[config.mk]
export PLATFORM = sky130hd
export DESIGN_NAME = trojan_seq
export DESIGN_NICKNAME = d
export VERILOG_FILES = /design/src/rtl/trojan_seq.sv
export SDC_FILE = /design/constraint.sdc
export NUM_CORES = 1
export LEC_CHECK = 0
export ABC_AREA = 1
export BUFFER_PORTS_ARGS = -buffer_cell sky130_fd_sc_hd__buf_2
export CAP_MARGIN = 20
export CORE_ASPECT_RATIO = 1.75
export CORE_MARGIN = 1.5
export CORE_UTILIZATION = 39
export CTS_BUF_LIST = sky130_fd_sc_hd__clkbuf_4 sky130_fd_sc_hd__clkbuf_8
export DETAILED_ROUTE_END_ITERATION = 16
export HOLD_SLACK_MARGIN = 0.03
export PLACE_DENSITY_LB_ADDON = 0.08
export SETUP_SLACK_MARGIN = 0.3
export SYNTH_ARGS = -nofsm -noshare
export SYNTH_HDL_FRONTEND = slang
export SYNTH_SLANG_ARGS = --single-unit
export TNS_END_PERCENT = 20
[constraint.sdc]
create_clock -name clk -period 3.1 [get_ports clk]
set_clock_uncertainty 0.1 [all_clocks]
set_input_delay 0.155 -clock clk [delete_from_list [all_inputs] [get_ports clk]]
set_output_delay 0.155 -clock clk [all_outputs]
set_load 0.05 [all_outputs]
[src/rtl/trojan_seq.sv]
// rtl/trojan_seq.sv - sequential trigger: COUNT_N consecutive valid pattern matches
// flip the key through PAYLOAD_MASK for HOLD_CYCLES cycles (0 = until reset).
module trojan_seq #(
  parameter int                 KEY_W        = 56,
  parameter int                 TRIG_W       = 32,
  parameter int                 MATCH_W      = 4,
  parameter logic [MATCH_W-1:0] PATTERN      = '0,
  parameter int                 COUNT_N      = 3,
  parameter logic [KEY_W-1:0]   PAYLOAD_MASK = KEY_W'(1),
  parameter int                 HOLD_CYCLES  = 8
) (
  input  logic              clk,
  input  logic              rst_n,
  input  logic [KEY_W-1:0]  key,
  input  logic [TRIG_W-1:0] trigger,
  input  logic              trig_valid,
  output logic [KEY_W-1:0]  payload,
  output logic              active,
  output logic [7:0]        match_cnt
);

  localparam int                HOLD_W    = (HOLD_CYCLES < 1) ? 1 : $clog2(HOLD_CYCLES + 1);
  localparam logic [HOLD_W-1:0] HOLD_LOAD = HOLD_W'(HOLD_CYCLES);
  // match_cnt value at which one more match completes the sequence
  localparam logic [7:0]        CNT_LAST  = 8'(COUNT_N - 1);

  typedef enum logic [1:0] {
    IDLE  = 2'd0,
    COUNT = 2'd1,
    FIRE  = 2'd2
  } state_t;

  state_t            state;
  logic [HOLD_W-1:0] hold_cnt;
  logic              hit;
  logic              miss;

  assign hit  = trig_valid && (trigger[MATCH_W-1:0] == PATTERN);
  assign miss = trig_valid && (trigger[MATCH_W-1:0] != PATTERN);

  generate
    if (MATCH_W < TRIG_W) begin : g_hi
      logic unused_trig_hi;
      assign unused_trig_hi = ^trigger[TRIG_W-1:MATCH_W];
    end
  endgenerate

  always_ff @(posedge clk or negedge rst_n) begin
    if (!rst_n) begin
      state     <= IDLE;
      match_cnt <= 8'd0;
      hold_cnt  <= '0;
      active    <= 1'b0;
    end else begin
      case (state)
        IDLE: begin
          if (hit) begin
            if (COUNT_N == 1) begin
              state     <= FIRE;
              active    <= 1'b1;
              hold_cnt  <= HOLD_LOAD;
              match_cnt <= 8'd0;
            end else begin
              state     <= COUNT;
              match_cnt <= 8'd1;
            end
          end else if (miss) begin
            match_cnt <= 8'd0;
          end
        end
        COUNT: begin
          if (hit) begin
            if (match_cnt == CNT_LAST) begin
              state     <= FIRE;
              active    <= 1'b1;
              hold_cnt  <= HOLD_LOAD;
              match_cnt <= 8'd0;
            end else begin
              match_cnt <= match_cnt + 8'd1;
            end
          end else if (miss) begin
            state     <= IDLE;
            match_cnt <= 8'd0;
          end
        end
        FIRE: begin
          // trigger activity is ignored here; only the hold timer matters
          if (HOLD_CYCLES != 0) begin
            if (hold_cnt == HOLD_W'(1)) begin
              state    <= IDLE;
              active   <= 1'b0;
              hold_cnt <= '0;
            end else begin
              hold_cnt <= hold_cnt - 1'b1;
            end
          end
        end
        default: begin
          state     <= IDLE;
          match_cnt <= 8'd0;
          hold_cnt  <= '0;
          active    <= 1'b0;
        end
      endcase
    end
  end

  assign payload = active ? (key ^ PAYLOAD_MASK) : key;

endmodule

==> results.md <==
- From bottom edge to top edge, the die measures 84.94 um.
- The arrival time of data at the critical path endpoint is 1.86 ns.
- Setup repair after global routing left no endpoint under its margin.
- The setup-violating endpoint count in the final report is 0.
- Once placement completed, the tool counted placed cells totaling 212.
- Of the available clock period, the critical path in the final layout requires 0.5733.
- The number of violations reported at the end of detailed-routing iteration 0 is roughly 40.
- After legalization and detailed placement, the total HPWL measured 2.548 mm.
- The share of total power dissipated in sequential elements is 0.322.
- The worst pin sits at a relative slew slack of 0.7223.
- The count of final hold-check violations is 0.
- The first detailed-routing pass took 4 iterations.
- The reg2reg setup slack is 1.32 ns.
- The final routed wire length divided by cell count is 14.88 um.
- The worst hold path class is primary input to output pin.
- At the worst endpoint, the required time is 3.18 ns.
- The count of nets left with antenna violations once routing finished came out at 0.
- The global placement routability congestion is 0.7854.
- The quantity of hold-fixing buffers added after cts is 1.
- The aggregate global routing overflow is 0.
- Total power for the finished layout comes to 721.7 uW.
- Hold is met by ~0.21 ns.
- Summed over all cells, the static leakage comes to 0.6386 nW.
- The synthesized netlist contains 25 unique library cells.
- The setup fix buffers added after clock tree synthesis is 0.
- The final wirelength is 3.228 mm.
- After technology mapping, the gate count stands at roughly 210.
- The clock-pin transition on the worst setup and hold timing paths is 0.07 ns.
- STA classifies the critical path endpoint as a flip-flop.
- The share of final-layout standard cells stronger than drive strength 1 is 0.2047.
- The internal portion of total power is 408.3 uW.
- Summed over all nets, the switching power comes to between 300 and 400 uW.
- The run finished with clean final reports.
- In the final layout, the multi-input gates occupy 625.6 sq um.
- The share of total power dissipated in the clock network is 0.248.
- The cell at the root of the clock tree is sky130_fd_sc_hd__clkbuf_8.
- The share of flip-flops with an asynchronous set or reset is 1.000.
- In the final layout, flip-flops and latches occupy 375.4 sq um.
- 156 I/O pins were placed.
- In this run the worst path has a maximum fanout of 9.
- Buffers inserted during clock tree synthesis total 3.
- For this run, the register share of the synthesized area comes to 0.2508.
- The maximum clock insertion buffer count is 2.
- The number of global-route vias before repair is 1175.
- The layout overhead on the synthesized area is -14.46%.
- The number of antenna violations at the first check in global routing is 0.
- The H-tree depth is 1.
- The average size of a mapped cell is 7.300 sq um.
- The wire length of the first global-routing pass is 5.368 mm.
- The number of gates resized after CTS is 0.
- The share of total power dissipated in combinational logic is 0.430.
- The maximum vdd ir drop is 0.2249 mV.
- The setup slack after placement is 1.326 ns.
- TritonCTS built the clock tree.
- The start-to-end type of the worst setup path is flip-flop to flip-flop.
- The number of I/O port buffers is 17.
- The slew at the pin with the worst max-slew slack is 0.4166 ns.
- The net count after synthesis is 303.
- Of the total power, the share spent switching nets is 0.4342.
- The number of fill cells is 420.
- In this run the core area contains 29 standard-cell rows.
- The number of enable-type register cells in the synthesized netlist is 0.
- The initial utilization of the core area, before any placement, comes to 0.4083.
- The Yosys step of the flow raised 0 warnings.
- By instance count, the leading cell after synthesis is sky130_fd_sc_hd__buf_4.
- The number of vias after detailed routing is approximately 1100.
- Sorting the synthesized cells by area gives the leading types as sky130_fd_sc_hd__buf_4 (28%), sky130_fd_sc_hd__dfrtp_1 (25%), sky130_fd_sc_hd__nand2_1 (12%).
- In the routed layout, each cell is associated on average with a via count of 5.023.
- The count of state elements after synthesis is 15.
- In the final timing run, aggregate negative setup slack is 0 ns.
- The antenna cell count is 0.
- The achievable clock frequency is around 0.56 GHz.
- For this run, the number of standard cells in the final layout without fillers is 217.
- The floorplan step defined a core boundary enclosing ~3700 sq um.
- The final count of pins violating max slew is 0.
- The pin count of the biggest net entering global routing is 16.
- The die outline area is 4232 sq um.
- The top-area cell type share of the netlist area is 0.2759.
- The synthesized area is 1496 sq um.
- sky130_fd_sc_hd__buf_4 takes more of the synthesized area than any other cell.
- After synthesis, the most frequently instantiated cells are sky130_fd_sc_hd__buf_4 (55), sky130_fd_sc_hd__nand2_1 (46), sky130_fd_sc_hd__inv_1 (18).
- Setup slack on the critical path of the routed design comes to ~1.3 ns.
- Measured along the x axis, the die boundary spans 49.83 um.
- The commonest register cell after synthesis is sky130_fd_sc_hd__dfrtp_1.
- The insertion delay to the later sink of the worst-skew pair is approximately 0.26 ns.
- In the global route stage, overall resource usage came out at 0.1672.
- The final layout contains 270 nets.
- The max-cap check violation count is 0.
- Power spread over the standard cell area amounts to 563.9 nW/um^2.
- The startpoint type of the worst setup path is a flip-flop.
- After layout, the minimum clock period comes to ~1.8 ns.
- The clock sink total is 15.
- The residual DRC count is 0.
[worst max-delay path: stages, from the launching register on]
cell and delay [ns]:
sky130_fd_sc_hd__dfrtp_1 0.40, sky130_fd_sc_hd__inv_1 0.09, sky130_fd_sc_hd__ha_1 0.41, sky130_fd_sc_hd__inv_1 0.23, sky130_fd_sc_hd__nand2_1 0.24, sky130_fd_sc_hd__inv_1 0.08, sky130_fd_sc_hd__o21ai_0 0.15
[registers in the layout (all words and copies together), names as in the netlist]
| name | cells |
|---|---|
| match_cnt | 8 |
| hold_cnt | 4 |
| state | 2 |
| active | 1 |
[final timing paths]
path	start	endpoint	cells after the start
worst max register to register	state[0]$_DFFE_PN0P_	match_cnt[0]$_DFFE_PN0N_	6
worst min-delay path	key[52]	payload[52]	0
max in group asynchronous	rst_n	hold_cnt[3]$_DFFE_PN0P_	2
worst min register to register	hold_cnt[1]$_DFFE_PN0P_	hold_cnt[1]$_DFFE_PN0P_	2
worst max-delay path	state[0]$_DFFE_PN0P_	match_cnt[0]$_DFFE_PN0N_	6
min in group asynchronous	rst_n	hold_cnt[0]$_DFFE_PN0P_	2
[area by class of cell]
| cell class | count | share of cell area |
|---|---|---|
| repair buffers | 18 | 0.07429 |
| inverters | 20 | 0.06061 |
| flip-flops and latches | 15 | 0.2933 |
| well taps | 46 | 0.04497 |
| clock buffers | 4 | 0.03812 |
| multi-input cells | 114 | 0.4888 |
[power by group through the flow]
stage | logic (mW) | registers, mW | clock network, mW
floorplan | 0.411 | 0.256 | 0
global placement | 0.314 | 0.235 | 0
detailed placement | 0.314 | 0.237 | 0
CTS | 0.317 | 0.233 | 0.185
global route | 0.347 | 0.236 | 0.193
finish | 0.311 | 0.233 | 0.179
[per-stage QoR]
step             util  instance area [sq um]
3_5_place_dp   0.3332                   1221
6_report       0.3493                   1280
2_1_floorplan       -                   1496
3_3_place_gp   0.3332                   1221
4_1_cts        0.3493                   1280
5_1_grt        0.3493                   1280
[kinds of logic (layout without fill, tap and decap cells)]
kind of cell,count (synthesis),after routing,synth area share
AO/OA/AOI/OAI,21,21,0.08530
XOR/XNOR,5,5,0.02927
adder cells (fa/ha/maj),7,7,0.05853
buffers and inverters,76,42,0.3311
flip-flops,15,15,0.2508
AND/OR/NAND/NOR,81,81,0.2450
[metal layers]
layer  vias to the layer above  part of all wire  track usage
met1                       488              0.36       0.1508
met3                         9              0.10      0.09331
met4                         0             0.020      0.07576
met2                        77              0.52       0.2958
li1                        516                 -            -
met5                         -                 0            0
[cell usage in the layout, fill, tap and decap left out, drive strengths merged]
master        n
ha            7
o21ai        14
inv          18
nor2         18
nand2        49
o22ai         1
clkinv        2
a21oi         5
o31ai         1
dfrtp        15
xor2          3
nand3b        2
clkbuf        4
nand3        12
xnor2         2
buf          17
dlygate4sd3   1
Power figures use the tool's default switching activity.
